`config.mk`:
```
export PLATFORM = sky130hd
export DESIGN_NAME = button_cond
export DESIGN_NICKNAME = d
export VERILOG_FILES = /design/src/rtl/button_cond.sv
export SDC_FILE = /design/constraint.sdc
export NUM_CORES = 1
export LEC_CHECK = 0
export CAP_MARGIN = 5
export CORE_MARGIN = 2
export CORE_UTILIZATION = 45
export CTS_BUF_LIST = sky130_fd_sc_hd__clkbuf_8 sky130_fd_sc_hd__clkbuf_16
export CTS_CLUSTER_DIAMETER = 50
export CTS_CLUSTER_SIZE = 12
export DETAILED_ROUTE_END_ITERATION = 12
export DONT_BUFFER_PORTS = 1
export HOLD_SLACK_MARGIN = 0.05
export PLACE_DENSITY = 0.65
export SYNTH_ARGS = -nofsm -noshare
export SYNTH_HDL_FRONTEND = slang
export SYNTH_SLANG_ARGS = --single-unit
```
`constraint.sdc`:
```
create_clock -name Clk -period 2.1 [get_ports Clk]
set_input_delay 0.21 -clock Clk [delete_from_list [all_inputs] [get_ports Clk]]
set_output_delay 0.21 -clock Clk [all_outputs]
set_load 0.02 [all_outputs]
```
`src/rtl/button_cond.sv`:
```
// button_cond: push-button and slider-switch conditioner for the multiplier
// front panel.
//
// Each active-low button is inverted and synchronized through two flops. It is
// then debounced with a saturating stability counter that toggles the pressed
// level after DEBOUNCE_CYCLES consecutive disagreeing samples. A registered
// one-cycle pulse marks each accepted press; a release produces no pulse. The
// slider switches are two-flop synchronized only, and a snapshot of them is
// taken on every accepted ClrLd press.
//
// Ports
//   Clk            in   system clock
//   Reset          in   asynchronous, active-high reset
//   Run_n          in   raw Run button, active-low, asynchronous
//   ClearA_LoadB_n in   raw ClearA_LoadB button, active-low, asynchronous
//   S[7:0]         in   raw slider switches, asynchronous
//   Busy           in   downstream multiplier mid-operation
//   Run_lvl        out  debounced Run pressed level
//   ClrLd_lvl      out  debounced ClearA_LoadB pressed level
//   Run_pulse      out  one-cycle Run press event
//   ClrLd_pulse    out  one-cycle ClearA_LoadB press event
//   Sw[7:0]        out  synchronized switches
//   Sw_snap[7:0]   out  Sw captured on each accepted ClrLd_pulse
//
// Build option
//   BTN_COND_LOCKOUT_EN: presses whose pulse edge sees Busy=1 are dropped.
//   The pulse is suppressed and Sw_snap is left unchanged, but the levels
//   still track the buttons. Without the macro, Busy is ignored.

module button_cond #(
  parameter int DEBOUNCE_CYCLES = 16
) (
  input  logic       Clk,
  input  logic       Reset,
  input  logic       Run_n,
  input  logic       ClearA_LoadB_n,
  input  logic [7:0] S,
  input  logic       Busy,
  output logic       Run_lvl,
  output logic       ClrLd_lvl,
  output logic       Run_pulse,
  output logic       ClrLd_pulse,
  output logic [7:0] Sw,
  output logic [7:0] Sw_snap
);

  // Counter only needs to reach DEBOUNCE_CYCLES-1. The toggle happens on the
  // edge that would make it DEBOUNCE_CYCLES.
  localparam int CW = (DEBOUNCE_CYCLES > 2) ? $clog2(DEBOUNCE_CYCLES) : 1;
  localparam logic [CW-1:0] CNT_LAST = CW'(DEBOUNCE_CYCLES - 1);

  logic          run_meta, run_sync;
  logic          clr_meta, clr_sync;
  logic [CW-1:0] run_cnt, clr_cnt;
  logic [7:0]    s_meta;
  logic          run_rise, clr_rise;
  logic          lock;
  logic          run_fire, clr_fire;

  // Debounced level is about to go 0->1 on this edge.
  assign run_rise = run_sync & ~Run_lvl & (run_cnt >= CNT_LAST);
  assign clr_rise = clr_sync & ~ClrLd_lvl & (clr_cnt >= CNT_LAST);

`ifdef BTN_COND_LOCKOUT_EN
  assign lock = Busy;
`else
  assign lock = Busy & 1'b0;
`endif

  // Run wins a same-edge collision; the losing ClrLd press is dropped.
  assign run_fire = run_rise & ~lock;
  assign clr_fire = clr_rise & ~lock & ~run_fire;

  always_ff @(posedge Clk or posedge Reset) begin
    if (Reset) begin
      run_meta    <= 1'b0;
      run_sync    <= 1'b0;
      clr_meta    <= 1'b0;
      clr_sync    <= 1'b0;
      run_cnt     <= '0;
      clr_cnt     <= '0;
      Run_lvl     <= 1'b0;
      ClrLd_lvl   <= 1'b0;
      Run_pulse   <= 1'b0;
      ClrLd_pulse <= 1'b0;
      s_meta      <= 8'h00;
      Sw          <= 8'h00;
      Sw_snap     <= 8'h00;
    end else begin
      // Inversion sits at the first flop so reset (0) means released.
      run_meta <= ~Run_n;
      run_sync <= run_meta;
      clr_meta <= ~ClearA_LoadB_n;
      clr_sync <= clr_meta;

      if (run_sync == Run_lvl) begin
        run_cnt <= '0;
      end else if (run_cnt >= CNT_LAST) begin
        run_cnt <= '0;
        Run_lvl <= ~Run_lvl;
      end else begin
        run_cnt <= run_cnt + 1'b1;
      end

      if (clr_sync == ClrLd_lvl) begin
        clr_cnt <= '0;
      end else if (clr_cnt >= CNT_LAST) begin
        clr_cnt   <= '0;
        ClrLd_lvl <= ~ClrLd_lvl;
      end else begin
        clr_cnt <= clr_cnt + 1'b1;
      end

      Run_pulse   <= run_fire;
      ClrLd_pulse <= clr_fire;

      s_meta <= S;
      Sw     <= s_meta;
      // Sw here is the pre-edge value, i.e. the switches one cycle earlier.
      if (clr_fire) begin
        Sw_snap <= Sw;
      end
    end
  end

endmodule

```
==> metrics, run 1 <==
pwr/cell area=909 nW/µm²; commonest non-fill, non-tap cell in the layout=dfrtp_1; worst skew pair latency=0.29 ns; Slew headroom=62.8%; number of synthesized flops with an enable pin=0; FF+latch count, synth=40; crit path launch type=register; GRT overflow=0; WP buf/inv=1; yosys warns=0; Crit path largest cell delay=0.41 ns; kind of cell adding the most delay to the critical path=simple AND/OR/NAND/NOR gates; root buf cell=clkbuf_8; maximum fanout along the worst path=9; cell count after synthesis=82; DIE WIDTH=58.9 µm; main area contributors after synthesis=dfrtp_1, mux2_4, ha_1, xnor2_1, inv_1; WP data arrival=1.91 ns; DR vias=677; TritonCTS clock tree=yes; mapped cell area=1360 µm²; initial antenna violation count=0; status=finished, violations left; initial drt markers=15; largest area contributor in the netlist=dfrtp_1; maximum clock frequency=578 MHz; clk_skew=0.00364 ns; # port buffers=0; max-slew violations=0; CP Cell Sequence=ha_1, and4_1, and3b_1, buf_4, mux2_4; Crit Path Category=register to register; failing checks=DRC; Initial Utilization=48.4%; Post-synth ARST share=100%; max_cap viols=0; nets=119; die height=58.9 µm; vias in the first global route=750; Hold Path Class=register to register; Total Routed Length=2010 µm; post-synthesis sequential area ratio=73.7%; area share of the largest cell type after synthesis=73.7%; Clock transition at path regs=0.07 ns; CORE AREA=2810 µm²; count of final setup violators=0; Pleak=0.779 nW; Residual DRC=3; Setup TNS Final=0 ns; Worst EP required=2.28 ns; min Tclk post-route=1.73 ns; Routability Congestion=0.607; area grow syn2layout=20.9%; antenna cells=0; clock tree buffer depth=2; DP HPWL=1290 µm; Avg Vias per Cell=5.05; largest net degree at the start of global routing=28; CTS H-tree depth=2; Total Power=1.49 mW; synth unique cells=20; Main synth FF type=dfrtp_1; synthesized net count=99; Worst Setup End Kind=register; CP max stage cell=dfrtp_1; GRT Total Usage=13.9%; 1st-pass router iterations=8; TritonCTS buffer count=5; Final Hold Fails=0; IO Count=33; # rows=19; Post-DRT Antenna Nets=0; DIE AREA=3470 µm²; Max IR drop VDD=0.448 mV; routed len/inst=15.0 µm; setup repair bufs after CTS=0; worst-margin pin slew=0.557 ns; # resized after CTS=0; syn avg cell area=16.6 µm²; fin crit share=82.4%; Sink Count=40; RSZ-0062 raised after global routing=no; commonest cells after routing, fill and taps aside=dfrtp_1, dlygate4sd3_1, mux2_4, inv_1, clkbuf_8; first-pass GRT wire length=3350 µm; share of layout cells above drive strength 1=18.4%
[layout make-up]
| cell class | count | area (µm²) |
|---|---|---|
| sequential | 40 | 1000 |
| tap | 31 | 38.8 |
| timing repair buffer | 14 | 145 |
| clock buffer | 5 | 68.8 |
| inverter | 6 | 22.5 |
| clock inverter | 3 | 42.5 |
| multi-input combinational | 35 | 323 |
| fill | 231 | 1160 |
[metrics by stage]
step,setup slack [ns],hold WS [ns],utilization (%),cell area (µm²),instances
2_1_floorplan,0.420,0.241,-,1360,82
5_1_grt,0.283,0.361,58.5,1640,134
3_5_place_dp,0.369,0.186,50.6,1420,115
4_1_cts,0.365,0.352,58.5,1640,134
6_report,0.369,0.350,58.5,1640,134
3_3_place_gp,0.385,0.180,50.6,1420,115
[Yosys cell counts, drive strengths merged, types with 2 or more instances]
cell type  number
a21oi           2
ha              4
mux2            8
dfrtp          40
nor2            3
inv             6
nor2b           3
xnor2           4
[kinds of logic after synthesis]
| family | after synthesis | share of synthesized area [%] |
|---|---|---|
| flip-flops | 40 | 73.7 |
| buffers and inverters | 7 | 2.49 |
| AND/OR/NAND/NOR | 13 | 5.90 |
| adder cells (fa/ha/maj) | 4 | 3.69 |
| multiplexers | 8 | 8.85 |
| AO/OA/AOI/OAI | 6 | 2.77 |
| XOR/XNOR | 4 | 2.58 |
[what timing repair did]
action                                 4_1_cts  5_1_grt
endpoints found under the hold margin       23        0
hold buffers                                11        0
setup endpoints to repair                    0        0
[state kept, by name, indices dropped and copies added, names as in the netlist]
register,count
Sw_snap,8
Run_lvl,1
s_meta,8
run_cnt,4
Run_pulse,1
ClrLd_pulse,1
run_sync,1
run_meta,1
clr_cnt,4
ClrLd_lvl,1
Sw,8
clr_meta,1
clr_sync,1
[metal layers]
metal / up-vias / GRT usage (%) / share of wire, %
met2: 29 / 21.6 / 51
met3: 7 / 7.91 / 8.0
met4: 0 / 7.79 / 2.2
li1: 312 / - / -
met5: - / 0 / 0
met1: 329 / 14.9 / 39
[report_power, final]
| part | total [mW] | internal (mW) | switching (mW) | leakage [nW] |
|---|---|---|---|---|
| sequential | 0.827 | 0.799 | 0.0287 | 0.507 |
| combinational | 0.0603 | 0.0313 | 0.0290 | 0.217 |
| clock | 0.604 | 0.351 | 0.253 | 0.0541 |
| total | 1.49 | 1.18 | 0.310 | 0.779 |
[final timing paths]
check	start	end	slack (ns)	cells after the start
worst min register to register	s_meta[7]	Sw[7]	0.35	0
max in group asynchronous	Reset	Sw[2]	1.16	3
worst max-delay path	run_cnt[0]	Sw_snap[0]	0.37	5
worst min-delay path	s_meta[7]	Sw[7]	0.35	0
min in group asynchronous	Reset	clr_cnt[3]	0.41	2
worst max register to register	run_cnt[0]	Sw_snap[0]	0.37	5
Note: power is estimated with default switching activity, not from simulation.
==> run 2, diff against run 1 <==
clock period = 1.7 ns   (was 2.1 ns; I/O delays follow)
==> metrics, run 2 (same netlist as run 1, synthesis figures left out) <==
Max IR drop VDD=0.668 mV (+49%); Initial Utilization=48.4% (unchanged); clk_skew=0.00512 ns (+0.00148 ns); Stages on worst setup path=5 (unchanged); largest net degree at the start of global routing=28 (unchanged); share of layout cells above drive strength 1=23.4% (+4.9 points); first-pass GRT wire length=3150 µm (-6.0%); Post-DRT Antenna Nets=0 (unchanged); TritonCTS clock tree=yes; clock tree buffer depth=2 (unchanged); final setup margin=0.0667 ns (-0.302 ns); maximum fanout along the worst path=9 (unchanged); failing checks=DRC; pre-CTS setup slack=0.0449 ns (-0.324 ns); worst skew pair latency=0.29 ns (about the same); status=finished, violations left; Fill cells=218 (-5.6%); pwr/cell area=1100 nW/µm² (+21%); # port buffers=0 (unchanged); Util after Layout=60.3% (+1.8 points); crit path launch type=register; maximum clock frequency=612 MHz (+6.0%); TritonCTS buffer count=5 (unchanged); max-slew violations=0 (unchanged); DR vias=692 (+2.2%); Crit Path Category=register to register; DIE WIDTH=58.9 µm (unchanged); RSZ-0062 raised after global routing=no; CORE AREA=2810 µm² (unchanged); Worst EP required=1.88 ns (-0.40 ns); # placed instances=117 (+1.7%); Crit path largest cell delay=0.40 ns (about the same); Avg Vias per Cell=5.01 (-0.75%); post-route cell area=1690 µm² (+3.1%); Sink Count=40 (unchanged); Worst R2R Path Depth=5 (unchanged); # rows=19 (unchanged); GRT Total Usage=13.1% (-0.87 points); commonest non-fill, non-tap cell in the layout=dfrtp_1; WP data arrival=1.81 ns (-0.10 ns); max_cap viols=0 (unchanged); Slew headroom=63.0% (+0.15 points); Multi-input gate area=327 µm² (+1.2%); commonest cells after routing, fill and taps aside=dfrtp_1, dlygate4sd3_1, mux2_4, inv_1; count of final setup violators=0 (unchanged); CP Cell Sequence=ha_1, and3_1, and3b_2, buf_12, mux2_4; Pleak=0.804 nW (+3.2%); DIE AREA=3470 µm² (unchanged); Post-Layout Cell Count=138 (+3.0%); nets=123 (+3.4%); final hold slack=0.351 ns (+0.00102 ns); root buf cell=clkbuf_8; Reg area=1000 µm² (unchanged); Clock transition at path regs=0.08 ns (about the same); WP buf/inv=1 (unchanged); Residual DRC=3 (unchanged); Routability Congestion=0.629 (+3.6%); Final Hold Fails=0 (unchanged); placed cell areas=1450 µm² (+1.9%); Total Power=1.86 mW (+25%); CP max stage cell=dfrtp_1; fin crit share=96.1% (+14 points); die height=58.9 µm (unchanged); initial drt markers=15 (unchanged); routed len/inst=13.3 µm (-11%); 1st-pass router iterations=8 (unchanged); antenna cells=0 (unchanged); CTS H-tree depth=2 (unchanged); cell count of the worst hold path=0 (unchanged); initial antenna violation count=0 (unchanged); area grow syn2layout=24.7%; biggest regs=Sw x8, Sw_snap x8, s_meta x8; Hold Path Class=register to register; IO Count=33 (unchanged); DP HPWL=1220 µm (-5.2%); kind of cell adding the most delay to the critical path=simple AND/OR/NAND/NOR gates; Worst Setup End Kind=register; min Tclk post-route=1.63 ns (-0.0977 ns); Total Routed Length=1830 µm (-8.6%); worst-margin pin slew=0.554 ns (-0.00220 ns); vias in the first global route=689 (-8.1%); GRT overflow=0 (unchanged); Setup TNS Final=0 ns (unchanged)
## run 2: changes by cell type in the layout (fill, tap and decap cells not counted), sizes merged
| cell | change |
|---|---|
| buf | +4 |
| clkinv | +1 |
| clkinvlp | -1 |
## run 2: metal layers
layer / wire length [µm] / GRT usage [%] / vias up
met5: 0 / 0 / -
met4: 38 / 6.82 / 0
met2: 890 / 19.2 / 23
met1: 781 / 15.3 / 343
li1: - / - / 320
met3: 122 / 7.25 / 6
## run 2: timing repair
| item | 4_1_cts | 5_1_grt |
|---|---|---|
| endpoints found under the setup margin | 0 | 8 |
| hold endpoints to repair | 23 | 0 |
| gates resized for setup | 0 | 2 |
| setup buffers | 0 | 2 |
| hold buffers | 11 | 0 |
## run 2: power breakdown
part | switching [mW] | leakage, nW | internal (mW)
logic | 0.0374 | 0.238 | 0.0438
clock network | 0.320 | 0.0583 | 0.441
registers | 0.0335 | 0.507 | 0.986
## run 2: area by class of cell
type / count / share of cell area, %
Clock buffer: 5 / 4.07
Timing Repair Buffer: 18 / 11.1
Inverter: 6 / 1.33
Multi-Input combinational cell: 35 / 19.3
Tap cell: 31 / 2.29
Clock inverter: 3 / 2.81
Sequential cell: 40 / 59.1
## run 2: final timing paths
| kind | startpoint | to | slack (ns) |
|---|---|---|---|
| max reg2reg | clr_cnt[0] | Sw_snap[0] | 0.07 |
| min in group asynchronous | Reset | s_meta[0] | 0.37 |
| min reg2reg | clr_meta | clr_sync | 0.35 |
| max | clr_cnt[0] | Sw_snap[0] | 0.07 |
| min | clr_meta | clr_sync | 0.35 |
| max in group asynchronous | Reset | Sw[3] | 0.81 |
## run 2: worst reg2reg max path, delay by kind of cell, from the launching register on
family	cells	cell delay [ns]
fa+ha+maj	1	0.25
buf+inv	1	0.15
flops	1	0.40
mux	1	0.30
simple gates	2	0.43
==> run 3, diff against run 2 <==
SETUP_SLACK_MARGIN = 0.4   (was not set)
==> metrics, run 3 (same netlist as run 1, synthesis figures left out) <==
fin crit share=95.2% (-0.92 points); Pleak=0.822 nW (+2.3%); Fill cells=214 (-1.8%); DIE WIDTH=58.9 µm (unchanged); Sink Count=40 (unchanged); clk_skew=0.00491 ns (-0.000207 ns); CTS H-tree depth=2 (unchanged); post-route cell area=1750 µm² (+3.5%); commonest non-fill, non-tap cell in the layout=dfrtp_1; Multi-input gate area=347 µm² (+6.1%); max_cap viols=0 (unchanged); Hold Path Class=register to register; TritonCTS buffer count=5 (unchanged); Routability Congestion=0.667 (+6.1%); minimum setup slack among reg-to-reg paths=0.08 ns (+0.02 ns); DP HPWL=1260 µm (+3.2%); area grow syn2layout=29.0%; nets=128 (+4.1%); Final Hold Fails=0 (unchanged); Slew headroom=67.5% (+4.5 points); Util after Layout=62.4% (+2.1 points); worst skew pair latency=0.29 ns (about the same); DIE AREA=3470 µm² (unchanged); vias in the first global route=807 (+17%); TritonCTS clock tree=yes; Hold EP=Sw[6]; routed len/inst=15.5 µm (+16%); Crit path largest cell delay=0.41 ns (about the same); status=finished, violations left; biggest regs=Sw x8, Sw_snap x8, s_meta x8; worst-margin pin slew=0.488 ns (-0.0663 ns); Residual DRC=3 (unchanged); Worst Setup End Kind=register; WP buf/inv=2 (+1); maximum fanout along the worst path=4 (-5); Clock transition at path regs=0.08 ns (about the same); Setup TNS Final=0 ns (unchanged); pwr/cell area=1070 nW/µm² (-3.2%); Post-Layout Cell Count=143 (+3.6%); clock tree buffer depth=2 (unchanged); Worst R2R Start=Run_lvl; r2r endpoint=Sw_snap[0]; Worst EP required=1.88 ns (about the same); WP data arrival=1.80 ns (about the same); Post-DRT Antenna Nets=0 (unchanged); placed cell areas=1430 µm² (-0.95%); critical hold path startpoint=s_meta[6]; Initial Utilization=48.4% (unchanged); largest net degree at the start of global routing=41 (+46%); GRT Total Usage=13.9% (+0.83 points); CP Cell Sequence=inv_2, ha_4, and4_1, and3b_2, clkbuf_16, mux2_4; final hold slack=0.352 ns (+0.00102 ns); CP max stage cell=dfrtp_2; count of final setup violators=0 (unchanged); initial drt markers=15 (unchanged); RSZ-0062 raised after global routing=yes; GRT overflow=0 (unchanged); Max IR drop VDD=0.863 mV (+29%); first-pass GRT wire length=3360 µm (+6.6%); share of layout cells above drive strength 1=31.3% (+7.9 points); # rows=19 (unchanged); Crit Path Category=register to register; root buf cell=clkbuf_8; DR vias=731 (+5.6%); failing checks=DRC; antenna cells=0 (unchanged); CORE AREA=2810 µm² (unchanged); maximum clock frequency=618 MHz (+0.97%); # port buffers=0 (unchanged); kind of cell adding the most delay to the critical path=simple AND/OR/NAND/NOR gates; Total Routed Length=2210 µm (+21%); IO Count=33 (unchanged); crit path launch type=register; Avg Vias per Cell=5.11 (+1.9%); cell count of the worst hold path=0 (unchanged); Reg area=1000 µm² (+0.12%); die height=58.9 µm (unchanged); 1st-pass router iterations=8 (unchanged); initial antenna violation count=0 (unchanged); max-slew violations=0 (unchanged); # placed instances=116 (-0.85%); commonest cells after routing, fill and taps aside=dfrtp_1, dlygate4sd3_1, buf_4, mux2_4; Worst R2R Path Depth=6 (+1); min Tclk post-route=1.62 ns (-0.0156 ns)
-- run 3: cell types whose count changed in the layout (fill, tap and decap cells not counted), sizes merged --
cell | previous run | this run
buf | 7 | 11
clkbuf | 5 | 6
clkinv | 2 | 1
clkinvlp | 0 | 1
-- run 3: how the worst max path moves through the flow --
stage          startpoint          to  slack (ns)  cells past startpoint
6_report          Run_lvl  Sw_snap[0]        0.08                      6
5_1_grt        run_cnt[1]  Sw_snap[0]        0.06                      5
4_1_cts        run_cnt[0]  Sw_snap[3]        0.08                      5
3_5_place_dp   run_cnt[0]  Sw_snap[4]        0.03                      5
3_3_place_gp   run_cnt[0]  Sw_snap[2]        0.05                      5
2_1_floorplan     Run_lvl  Sw_snap[0]        0.14                      6
-- run 3: final cells by class --
type	count	share of cell area, %
inverters	6	1.29
clock buffers	5	3.93
clock inverters	3	2.43
flip-flops and latches	40	57.2
multi-input cells	35	19.8
repair buffers	23	13.1
well taps	31	2.21
-- run 3: power by group --
group	switching, mW	internal, mW	leakage [nW]	total (mW)
Sequential	0.0327	0.986	0.506	1.02
Clock	0.324	0.434	0.0541	0.758
Combinational	0.0416	0.0483	0.262	0.0900
Total	0.398	1.47	0.822	1.87
-- run 3: layer usage --
metal	vias up	share of wire, %	GRT usage (%)
met2	22	50	22.2
met4	0	1.5	7.47
met1	375	42	14.7
met5	-	0	0
met3	4	6.1	7.47
li1	330	-	-
-- run 3: worst reg2reg max path, cell delays in order (launching register included) --
cell       delay [ns]
dfrtp_2          0.41
inv_2            0.09
ha_4             0.12
and4_1           0.19
and3b_2          0.25
clkbuf_16        0.16
mux2_4           0.30
-- run 3: through the flow --
| stage | worst slack (ns) | total power, mW |
|---|---|---|
| 5_1_grt | 0.0619 | 1.94 |
| 3_5_place_dp | 0.0302 | 1.09 |
| 4_1_cts | 0.0841 | 1.87 |
| 6_report | 0.0823 | 1.87 |
| 3_3_place_gp | 0.0490 | 1.09 |
| 2_1_floorplan | 0.144 | 1.07 |
-- run 3: what timing repair did --
| item | CTS | global route |
|---|---|---|
| endpoints found under the hold margin | 50 | 0 |
| pin swaps | 1 | 3 |
| hold buffers | 11 | 0 |
| endpoints found under the setup margin | 9 | 9 |
| gates resized for setup | 2 | 2 |
| cloned | 0 | 1 |
| setup buffers | 4 | 3 |
